File: src/rtl/alu_div_sequencer_if.sv
// Bundle of the division request/result signals and the external ALU bus
// used by alu_div_sequencer.
//   start, dividend, divisor     : division request (requester -> sequencer)
//   busy, done, quotient,
//   remainder, div_by_zero       : status and result (sequencer -> requester)
//   ALUOperation, A, B           : opcode and operands (sequencer -> ALU)
//   ALUResult, Zero              : same-cycle ALU response (ALU -> sequencer)
// The master modport is the environment (requester plus ALU); the slave
// modport is the sequencer.
interface alu_div_sequencer_if;
  logic        start;
  logic [15:0] dividend;
  logic [15:0] divisor;
  logic        busy;
  logic        done;
  logic [15:0] quotient;
  logic [15:0] remainder;
  logic        div_by_zero;
  logic [3:0]  ALUOperation;
  logic [31:0] A;
  logic [31:0] B;
  logic [31:0] ALUResult;
  logic        Zero;

  modport master (
    output start, dividend, divisor, ALUResult, Zero,
    input  busy, done, quotient, remainder, div_by_zero, ALUOperation, A, B
  );

  modport slave (
    input  start, dividend, divisor, ALUResult, Zero,
    output busy, done, quotient, remainder, div_by_zero, ALUOperation, A, B
  );
endinterface

File: src/rtl/alu_div_sequencer.sv
// Restoring 16-bit unsigned divider that uses an external combinational ALU.
// It checks for a zero divisor with an OR, then runs 16 restoring steps with
// SUB, registering quotient/remainder/div_by_zero on entry to DONE.
// Ports:
//   clk   : rising-edge clock
//   reset : synchronous active-low reset
//   bus   : alu_div_sequencer_if.slave (request, result and ALU signals)
module alu_div_sequencer #(
  parameter logic [3:0] OP_OR   = 4'b0001,
  parameter logic [3:0] OP_SUB  = 4'b0100,
  parameter logic [3:0] OP_IDLE = 4'b0000
) (
  input logic                  clk,
  input logic                  reset,
  alu_div_sequencer_if.slave   bus
);

  typedef enum logic [1:0] {IDLE, CHECK, ITER, DONE} state_t;

  state_t      state;
  state_t      state_next;

  logic [15:0] dividend_reg;
  logic [15:0] divisor_reg;
  logic [15:0] r;
  logic [15:0] q_shift;
  logic [3:0]  cnt;
  logic [15:0] quotient_reg;
  logic [15:0] remainder_reg;
  logic        dbz_reg;

  logic [16:0] s;
  logic        q_bit;
  logic [15:0] r_next;
  logic [15:0] q_next;

  logic [3:0]  alu_op;
  logic [31:0] alu_a;
  logic [31:0] alu_b;

  // Only the sign and the low half of the ALU result are meaningful here.
  logic        alu_hi_unused;
  assign alu_hi_unused = ^bus.ALUResult[30:16];

  // Restoring step: a non-negative difference means the divisor fit.
  always_comb begin
    s      = {r, dividend_reg[cnt]};
    q_bit  = ~bus.ALUResult[31];
    r_next = q_bit ? bus.ALUResult[15:0] : s[15:0];
    q_next = {q_shift[14:0], q_bit};
  end

  always_ff @(posedge clk) begin
    if (!reset) state <= IDLE;
    else        state <= state_next;
  end

  always_comb begin
    state_next = state;
    alu_op     = OP_IDLE;
    alu_a      = '0;
    alu_b      = '0;
    case (state)
      IDLE: begin
        if (bus.start) state_next = CHECK;
      end
      CHECK: begin
        alu_op     = OP_OR;
        alu_a      = {16'h0, divisor_reg};
        state_next = bus.Zero ? DONE : ITER;
      end
      ITER: begin
        alu_op = OP_SUB;
        alu_a  = {15'h0, s};
        alu_b  = {16'h0, divisor_reg};
        if (cnt == 4'd0) state_next = DONE;
      end
      DONE: begin
        state_next = IDLE;
      end
      default: state_next = IDLE;
    endcase
  end

  always_ff @(posedge clk) begin
    if (!reset) begin
      dividend_reg  <= '0;
      divisor_reg   <= '0;
      r             <= '0;
      q_shift       <= '0;
      cnt           <= '0;
      quotient_reg  <= '0;
      remainder_reg <= '0;
      dbz_reg       <= 1'b0;
    end else begin
      case (state)
        IDLE: begin
          if (bus.start) begin
            dividend_reg <= bus.dividend;
            divisor_reg  <= bus.divisor;
            r            <= '0;
            q_shift      <= '0;
            cnt          <= 4'd15;
          end
        end
        CHECK: begin
          if (bus.Zero) begin
            quotient_reg  <= 16'hFFFF;
            remainder_reg <= dividend_reg;
            dbz_reg       <= 1'b1;
          end
        end
        ITER: begin
          r       <= r_next;
          q_shift <= q_next;
          cnt     <= cnt - 4'd1;
          // Results are taken from the final step's values directly so they
          // are already valid in the DONE cycle.
          if (cnt == 4'd0) begin
            quotient_reg  <= q_next;
            remainder_reg <= r_next;
            dbz_reg       <= 1'b0;
          end
        end
        default: ;
      endcase
    end
  end

  assign bus.busy         = (state != IDLE);
  assign bus.done         = (state == DONE);
  assign bus.quotient     = quotient_reg;
  assign bus.remainder    = remainder_reg;
  assign bus.div_by_zero  = dbz_reg;
  assign bus.ALUOperation = alu_op;
  assign bus.A            = alu_a;
  assign bus.B            = alu_b;

endmodule

File: src/flat_wrapper.sv
// flat-port wrapper written by rule: the top's interface ports become plain ports
module alu_div_sequencer_flat 
#(
  parameter logic [3:0] OP_OR   = 4'b0001,
  parameter logic [3:0] OP_SUB  = 4'b0100,
  parameter logic [3:0] OP_IDLE = 4'b0000
)
  (clk, reset, bus_start, bus_dividend, bus_divisor, bus_ALUResult, bus_Zero, bus_busy, bus_done, bus_quotient, bus_remainder, bus_div_by_zero, bus_ALUOperation, bus_A, bus_B);
  alu_div_sequencer_if bus_i ();
  input logic clk;
  input logic reset;
  input wire logic [$bits(bus_i.start)-1:0] bus_start;
  input wire logic [$bits(bus_i.dividend)-1:0] bus_dividend;
  input wire logic [$bits(bus_i.divisor)-1:0] bus_divisor;
  input wire logic [$bits(bus_i.ALUResult)-1:0] bus_ALUResult;
  input wire logic [$bits(bus_i.Zero)-1:0] bus_Zero;
  output wire logic [$bits(bus_i.busy)-1:0] bus_busy;
  output wire logic [$bits(bus_i.done)-1:0] bus_done;
  output wire logic [$bits(bus_i.quotient)-1:0] bus_quotient;
  output wire logic [$bits(bus_i.remainder)-1:0] bus_remainder;
  output wire logic [$bits(bus_i.div_by_zero)-1:0] bus_div_by_zero;
  output wire logic [$bits(bus_i.ALUOperation)-1:0] bus_ALUOperation;
  output wire logic [$bits(bus_i.A)-1:0] bus_A;
  output wire logic [$bits(bus_i.B)-1:0] bus_B;
  assign bus_i.start = bus_start;
  assign bus_i.dividend = bus_dividend;
  assign bus_i.divisor = bus_divisor;
  assign bus_i.ALUResult = bus_ALUResult;
  assign bus_i.Zero = bus_Zero;
  assign bus_busy = bus_i.busy;
  assign bus_done = bus_i.done;
  assign bus_quotient = bus_i.quotient;
  assign bus_remainder = bus_i.remainder;
  assign bus_div_by_zero = bus_i.div_by_zero;
  assign bus_ALUOperation = bus_i.ALUOperation;
  assign bus_A = bus_i.A;
  assign bus_B = bus_i.B;
  alu_div_sequencer #(.OP_OR(OP_OR), .OP_SUB(OP_SUB), .OP_IDLE(OP_IDLE)) u_core (.clk(clk), .reset(reset), .bus(bus_i));
endmodule
File: config.mk
export PLATFORM = sky130hd
export DESIGN_NAME = alu_div_sequencer_flat
export DESIGN_NICKNAME = d
export VERILOG_FILES = /design/src/rtl/alu_div_sequencer_if.sv /design/src/rtl/alu_div_sequencer.sv /design/src/flat_wrapper.sv
export SDC_FILE = /design/constraint.sdc
export NUM_CORES = 1
export LEC_CHECK = 0
export CAP_MARGIN = 20
export CORE_UTILIZATION = 46
export CTS_CLUSTER_SIZE = 40
export DETAILED_ROUTE_END_ITERATION = 7
export GPL_TIMING_DRIVEN = 1
export PLACE_DENSITY = 0.87
export RECOVER_POWER = 100
export SYNTH_ARGS = -nofsm -noshare
export SYNTH_HDL_FRONTEND = slang
export SYNTH_SLANG_ARGS = --single-unit
export TNS_END_PERCENT = 30
File: constraint.sdc
create_clock -name clk -period 2.16 [get_ports clk]
set_input_delay 0.324 -clock clk [delete_from_list [all_inputs] [get_ports clk]]
set_output_delay 0.324 -clock clk [all_outputs]
set_load 0.02 [all_outputs]
==> metrics.txt, run 1 <==
worst path cell trace mux4_2 -> a2bb2oi_2 -> a22oi_1 -> o21ai_1 -> buf_4; Yosys top cell by area dfxtp_1; Die X 105 um; hold buffers post-CTS 0; Core Area 10300 um^2; fmax 449 MHz; Routed WL 13800 um; Port Buffers 122; Slew HR 51.3%; period utilization 103%; failing checks negative setup slack; RSZ-0062 raised after global routing true; Remaining DRCs 0; Area Growth Syn to Fin 33.3%; status finished with violations; Max-Cap Viols 0; gr usage total 24.0%; Worst path slowest cell mux4_2; die height 105 um; DR WL/cell 16.0 um; LEAKAGE 2.57 nW; CP bufs+invs 1; min Tclk post-route 2230 ps; Crit path largest cell delay 510 ps; GRT overflow 0; CP Data Required Time 1840 ps; post-layout util 63.3%; # IOs 171; largest net degree at the start of global routing 61; layout net count 800; Setup Viol. Count Final 1; remaining antenna violation count 0; global-route wire length before repair 21000 um; CP startpoint kind flip-flop; flops & latches, synth 102; DR iter-0 viols 316; Skew-Pair Late Insertion Delay 370 ps; YS warnings 0; antenna cells 0; critical path class flip-flop to output port; delay-heaviest family, CP multiplexers; share of the synthesized area in the top cell type 41.7%; number of synthesized flops with an enable pin 0; Worst Tran Pin Value 730 ps; initial core utilization 47.4%; dpl hpwl 9800 um; Cell Pwr Density 1100 nW/um^2; clock skew 13.1 ps; post-synthesis cell area 4900 um^2; asr flop ratio synth 0%; syn_area_per_cell 8.20 um^2; die area 11100 um^2; WP data arrival 1900 ps; via count 4643; setup TNS -67.7 ps; endpoint class of the critical path output port; Root Driver clkbuf_8; sequential element share of the synthesized area 41.7%; CTS tree yes; Fin. Hold Viols 0; maximum vdd drop 0.000596 V; Placement Cell Area 6300 um^2; top_reg_cell synth dfxtp_1; cells after synthesis 597; drt pass-1 iters 5; dominant cells by area after synthesis dfxtp_1 42%, nand2_1 8.7%, mux2i_1 7.6%; Slew Viols, Final 0; Setup WS post-layout -67.7 ps; vias in the first global route 4250; clk slew on worst S/H paths 100 ps; most common cell after layout, fill and taps aside nand2_1; initial antenna violation count 0; Num CTS Buffers 9; routability cong. 0.849; H-tree levels 3; crit path max fanout 5; layout cells sized above 1 10.8%; CTS sink cnt 102; HP Class flip-flop to flip-flop; distinct cell type count after synthesis 35; Max Buffers Root-to-Sink 2; fin area 6530 um^2; DR vias/cell 5.37; row count 37; most frequent cells in the layout 114 x nand2_1, 98 x dfxtp_1, 63 x a21oi_1
kinds of logic after synthesis:
| logic type | after synthesis | synth area share, % |
|---|---|---|
| buffers and inverters | 102 | 11.1 |
| and+or+nand+nor | 214 | 19.7 |
| muxes | 38 | 8.02 |
| adders and majority gates | 7 | 1.79 |
| DFF | 102 | 41.7 |
| AOI/OAI and AO/OA | 133 | 17.6 |
| other | 1 | 0.0766 |
what timing repair did:
action / 4_1_cts / 5_1_grt
pin swaps: 1 / 4
gates cloned: 0 / 3
setup endpoints to repair: 39 / 43
gates resized for setup: 60 / 35
buffers inserted: 0 / 3
per-layer routing:
layer | vias up | track usage, % | wire length, um
met5 | - | 0 | 0
met4 | 0 | 10.3 | 365
met3 | 33 | 5.43 | 954
met2 | 212 | 39.3 | 6770
met1 | 2195 | 30.2 | 5750
li1 | 2203 | - | -
Yosys cell counts, drive strengths merged (3+ instances only):
cell    instances
nand2         114
dfxtp         102
a21oi          64
buf            53
mux2i          37
nor2           36
nor2b          34
a22oi          33
clkbuf         26
inv            23
and2           20
a311oi         16
ha              7
o21ai           6
a221oi          4
a31oi           3
nand2b          3
nand3           3
area by class of cell:
cell class | count | area, um^2
Fill cell | 833 | 3790
Sequential cell | 102 | 2050
Tap cell | 136 | 170
Clock buffer | 11 | 141
Timing Repair Buffer | 164 | 1550
Clock inverter | 4 | 32.5
Multi-Input combinational cell | 425 | 2490
Inverter | 23 | 88.8
power by group:
group	leakage, nW	internal (mW)	total, mW	switching [mW]
sequential	0.833	2.21	2.44	0.227
combinational	1.66	1.61	3.64	2.03
clock	0.0820	0.451	1.10	0.650
through the flow:
stage / hold WS, ps / worst slack [ps] / power (mW) / std cells
after detailed placement: 463 / -212 / 5.81 / 844
after global placement: 441 / -149 / 5.70 / 844
after CTS: 475 / -189 / 6.96 / 859
after floorplan: 427 / 26.9 / 4.53 / 629
final: 477 / -67.7 / 7.18 / 865
after global routing: 487 / -76.5 / 7.57 / 865
worst paths after layout:
check / from / end / slack [ps] / cells past startpoint
max reg2reg: u_core.cnt[0] / u_core.bus.div_by_zero / 30 / 10
min reg2reg: u_core.divisor_reg[11] / u_core.divisor_reg[11] / 480 / 2
max: u_core.cnt[1] / bus_A[0] / -70 / 5
min: u_core.divisor_reg[11] / u_core.divisor_reg[11] / 480 / 2
tightest hold or removal path, cell delays in order, from the launching register on:
cell	delay (ps)
dfxtp_1	330
nand2_1	50
a21oi_1	50
Note: power is estimated with default switching activity, not from simulation.
==> inputs of run 2 (changes only) <==
--- a/config.mk
+++ b/config.mk
@@ -5,13 +5,14 @@
 export SDC_FILE = /design/constraint.sdc
 export NUM_CORES = 1
 export LEC_CHECK = 0
-export CAP_MARGIN = 20
 export CORE_UTILIZATION = 46
 export CTS_CLUSTER_SIZE = 40
 export DETAILED_ROUTE_END_ITERATION = 7
 export GPL_TIMING_DRIVEN = 1
 export PLACE_DENSITY = 0.87
 export RECOVER_POWER = 100
+export SKIP_LAST_GASP = 1
+export SLEW_MARGIN = 30
 export SYNTH_ARGS = -nofsm -noshare
 export SYNTH_HDL_FRONTEND = slang
 export SYNTH_SLANG_ARGS = --single-unit
==> run 2 against run 1 <==
Effect of this change:
- the run still ends with negative setup slack left
- critical path depth stayed put
- total power is 1.8% lower
- global-route usage hardly changed
- hold slack worse by 3.1 ps
- non-clock buffer count is 1 higher
- critical path type unchanged
- critical endpoint unchanged
- largest power group unchanged
==> metrics.txt, run 2 (synthesis gave the netlist of run 1 again) <==
die area 11100 um^2; final hold slack 474 ps; routed wl met2 6680 um; status finished with violations; Hold EP u_core.divisor_reg[11]; # IOs 171; Core Area 10300 um^2; clock skew 12.9 ps; Seq pwr share 34.5%; CP bufs+invs 1; clk slew on worst S/H paths 100 ps; Psw 2.86 mW; layout net count 801; Fin. Hold Viols 0; Slew HR 51.0%; Cell Pwr Density 1090 nW/um^2; layout cells sized above 1 9.86%; reg2reg start u_core.cnt[0]; Remaining DRCs 0; dpl hpwl 9800 um; drt pass-1 iters 7; maximum vdd drop 0.000595 V; GRT overflow 0; gr usage total 24.1%; crit path max fanout 5; Worst Tran Pin Value 735 ps; min Tclk post-route 2340 ps; period utilization 108%; critical path class flip-flop to output port; Crit path largest cell delay 510 ps; Max-Cap Viols 0; Worst path slowest cell mux4_2; reg-to-reg endpoint u_core.bus.div_by_zero; Port Buffers 122; CP startpoint kind flip-flop; CTS tree yes; delay-heaviest family, CP multiplexers; Skew-Pair Late Insertion Delay 370 ps; switch share 40.6%; LEAKAGE 2.50 nW; failing checks negative setup slack; met3 WL 1070 um; Root Driver clkbuf_8; DR WL/cell 16.0 um; Die X 105 um; hold depth 2; via count 4643; largest net degree at the start of global routing 61; most common cell after layout, fill and taps aside nand2_1; fmax 428 MHz; DR vias/cell 5.36; vias in the first global route 4255; Comb pwr share 50.0%; WP data arrival 2010 ps; die height 105 um; CTS sink cnt 102; antenna cells 0; setup TNS -1650 ps; worst path cell trace mux4_2 -> a2bb2oi_1 -> a22oi_1 -> o21ai_1 -> clkdlybuf4s15_2; Setup Viol. Count Final 35; CP Data Required Time 1840 ps; Hold Path Origin u_core.divisor_reg[11]; global-route wire length before repair 21000 um; Slew Viols, Final 0; Setup WS post-layout -177 ps; RSZ-0062 raised after global routing true; DR iter-0 viols 330; row count 37; remaining antenna violation count 0; Num CTS Buffers 9; P_int 4.19 mW; Routed WL 13800 um; R2R depth 9; Area Growth Syn to Fin 32.2%; H-tree levels 3; HP Class flip-flop to flip-flop; Reg2Reg Setup Slack -80 ps; most frequent cells in the layout 114 x nand2_1, 99 x dfxtp_1, 63 x a21oi_1; routability cong. 0.849; Max Buffers Root-to-Sink 2; initial core utilization 47.4%; initial antenna violation count 0; endpoint class of the critical path output port; Post-Route M1 WL 5680 um; Clock Power Share 15.6%; highest routed layer met4
[run 2: cell types whose count changed in the layout (fill, tap and decap cells not counted), moves of 2 or more]
cell	previous run	this run
buf_2	5	1
clkdlybuf4s15_1	0	2
clkdlybuf4s15_2	1	6
buf_6	3	1
dfxtp_4	3	1
clkbuf_1	12	20
ha_4	3	1
dlygate4sd2_1	17	9
clkbuf_2	3	1
[run 2: layout make-up]
type	count	area, um^2
Clock buffer	11	141
Clock inverter	4	32.5
Fill cell	838	3850
Inverter	23	86.3
Multi-Input combinational cell	425	2450
Sequential cell	102	2050
Tap cell	136	170
Timing Repair Buffer	165	1540
[run 2: metrics by stage]
stage | worst slack, ps | utilization, % | std cells | area (um^2) | power (mW)
5_1_grt | -222 | 62.7 | 866 | 6480 | 7.46
6_report | -177 | 62.7 | 866 | 6480 | 7.05
3_5_place_dp | -212 | 61.1 | 844 | 6300 | 5.81
4_1_cts | -232 | 63.0 | 859 | 6510 | 6.96
2_1_floorplan | 26.9 | - | 629 | 5020 | 4.53
3_3_place_gp | -149 | 61.1 | 844 | 6300 | 5.70
[run 2: power by group through the flow]
stage / sequential, mW / clock, mW / combinational [mW]
after floorplan: 2.58 / 0 / 1.95
after global placement: 2.44 / 0 / 3.25
after detailed placement: 2.46 / 0 / 3.35
after CTS: 2.43 / 1.12 / 3.41
after global routing: 2.47 / 1.20 / 3.79
final: 2.43 / 1.10 / 3.53
[run 2: what timing repair did]
action,in CTS,in global routing
pin swaps,0,1
setup buffers,0,4
hold buffers,0,0
resized for setup,41,20
cloned,0,3
endpoints found under the setup margin,39,65
[run 2: worst max-delay path by stage]
stage / start / to / slack (ps) / cells past startpoint
CTS: u_core.cnt[1] / bus_A[0] / -230 / 5
global route: u_core.cnt[1] / bus_A[0] / -220 / 5
floorplan: u_core.state[0] / bus_A[10] / 30 / 6
finish: u_core.cnt[1] / bus_A[0] / -180 / 5
detailed placement: u_core.cnt[2] / bus_A[0] / -210 / 5
global placement: u_core.cnt[2] / bus_A[0] / -150 / 5
[run 2: worst min-delay path, cell delays in order (launching register included)]
cell	delay [ps]
dfxtp_1	330
nand2_1	50
a21oi_1	50
[run 2: per-layer routing]
| metal | track usage, % | up-vias |
|---|---|---|
| li1 | - | 2200 |
| met1 | 30.2 | 2196 |
| met2 | 39.2 | 214 |
| met3 | 5.49 | 33 |
| met4 | 10.8 | 0 |
| met5 | 0 | - |
==> inputs of run 3 (changes only) <==
--- a/config.mk
+++ b/config.mk
@@ -11,6 +11,7 @@
 export GPL_TIMING_DRIVEN = 1
 export PLACE_DENSITY = 0.87
 export RECOVER_POWER = 100
+export SKIP_CTS_REPAIR_TIMING = 1
 export SKIP_LAST_GASP = 1
 export SLEW_MARGIN = 30
 export SYNTH_ARGS = -nofsm -noshare
==> run 3 against run 2 <==
Effect of this change:
- the flow still finishes with violations (negative setup slack)
- critical path depth stayed put
- largest power group unchanged
- design area is 0.19% higher
- via count is 1.2% lower
- largest cell class unchanged
- critical endpoint unchanged
==> metrics.txt, run 3 (synthesis gave the netlist of run 1 again) <==
Slew HR 51.4%; most frequent cells in the layout 114 x nand2_1, 101 x dfxtp_1, 69 x clkdlybuf4s50_1; clock skew 12.0 ps; DR iter-0 viols 315; drt pass-1 iters 5; gr usage total 24.0%; crit path max fanout 5; via count 4588; Max Buffers Root-to-Sink 2; CTS sink cnt 102; Worst Tran Pin Value 729 ps; Cell Pwr Density 1050 nW/um^2; fin area 6490 um^2; largest net degree at the start of global routing 61; initial core utilization 47.4%; Slew Viols, Final 0; Skew-Pair Late Insertion Delay 370 ps; Num CTS Buffers 9; Routed WL 13200 um; die area 11100 um^2; initial antenna violation count 0; period utilization 112%; WP data arrival 2090 ps; Die X 105 um; fmax 415 MHz; Core Area 10300 um^2; Setup WS post-layout -250 ps; min Tclk post-route 2410 ps; global-route wire length before repair 20900 um; die height 105 um; Fin. Hold Viols 0; routability cong. 0.849; dpl hpwl 9800 um; clk slew on worst S/H paths 100 ps; Setup Viol. Count Final 36; HP Class flip-flop to flip-flop; LEAKAGE 2.71 nW; CP startpoint kind flip-flop; antenna cells 0; vias in the first global route 4254; Placement Cell Area 6300 um^2; CTS tree yes; DR WL/cell 15.4 um; maximum vdd drop 0.000495 V; final hold slack 474 ps; layout cells sized above 1 8.16%; remaining antenna violation count 0; status finished with violations; Root Driver clkbuf_8; CP Data Required Time 1840 ps; Max-Cap Viols 0; # IOs 171; Area Growth Syn to Fin 32.5%; row count 37; GRT overflow 0; layout net count 794; Remaining DRCs 0; Port Buffers 122; RSZ-0062 raised after global routing true; H-tree levels 3; endpoint class of the critical path output port; critical path class flip-flop to output port; most common cell after layout, fill and taps aside nand2_1; DR vias/cell 5.34; failing checks negative setup slack
run 3: final timing paths:
check                              start                      end  slack, ps  depth (start not counted)
setup / recovery           u_core.cnt[1]                 bus_A[0]       -250                          5
hold / removal    u_core.divisor_reg[11]   u_core.divisor_reg[11]        470                          2
setup reg to reg           u_core.cnt[0]  u_core.bus.remainder[3]        -40                          8
hold reg to reg   u_core.divisor_reg[11]   u_core.divisor_reg[11]        470                          2
run 3: metal layers:
| metal | wire [um] | track usage, % | vias to the layer above |
|---|---|---|---|
| met5 | 0 | 0 | - |
| met4 | 423 | 11.0 | 0 |
| met3 | 923 | 5.43 | 36 |
| met2 | 6330 | 38.9 | 206 |
| met1 | 5560 | 30.2 | 2155 |
| li1 | - | - | 2191 |
run 3: stage by stage:
step	worst slack [ps]	total power, mW	utilization, %	TNS, ps	instances
after floorplan	26.9	4.53	-	0	629
after global placement	-149	5.70	61.1	-164	844
after detailed placement	-212	5.81	61.1	-886	844
after CTS	-611	6.89	62.7	-12080	859
after global routing	-282	7.21	62.9	-8970	859
final	-250	6.82	62.9	-4070	859
run 3: critical path: stages, from the launching register on:
cell and delay, ps:
dfxtp_1 430, mux4_2 530, a2bb2oi_1 160, a22oi_1 200
o21ai_0 160, dlymetal6s2s_1 240
run 3: layout make-up:
type                       count  area, um^2
sequential                   102        2040
fill                         827        3830
multi-input combinational    425        2460
inverter                      23        86.3
timing repair buffer         158        1560
clock inverter                 4        32.5
tap                          136         170
clock buffer                  11         141
run 3: where the power goes:
part	internal (mW)	switching, mW
Combinational	1.39	1.91
Sequential	2.20	0.225
Clock	0.451	0.651
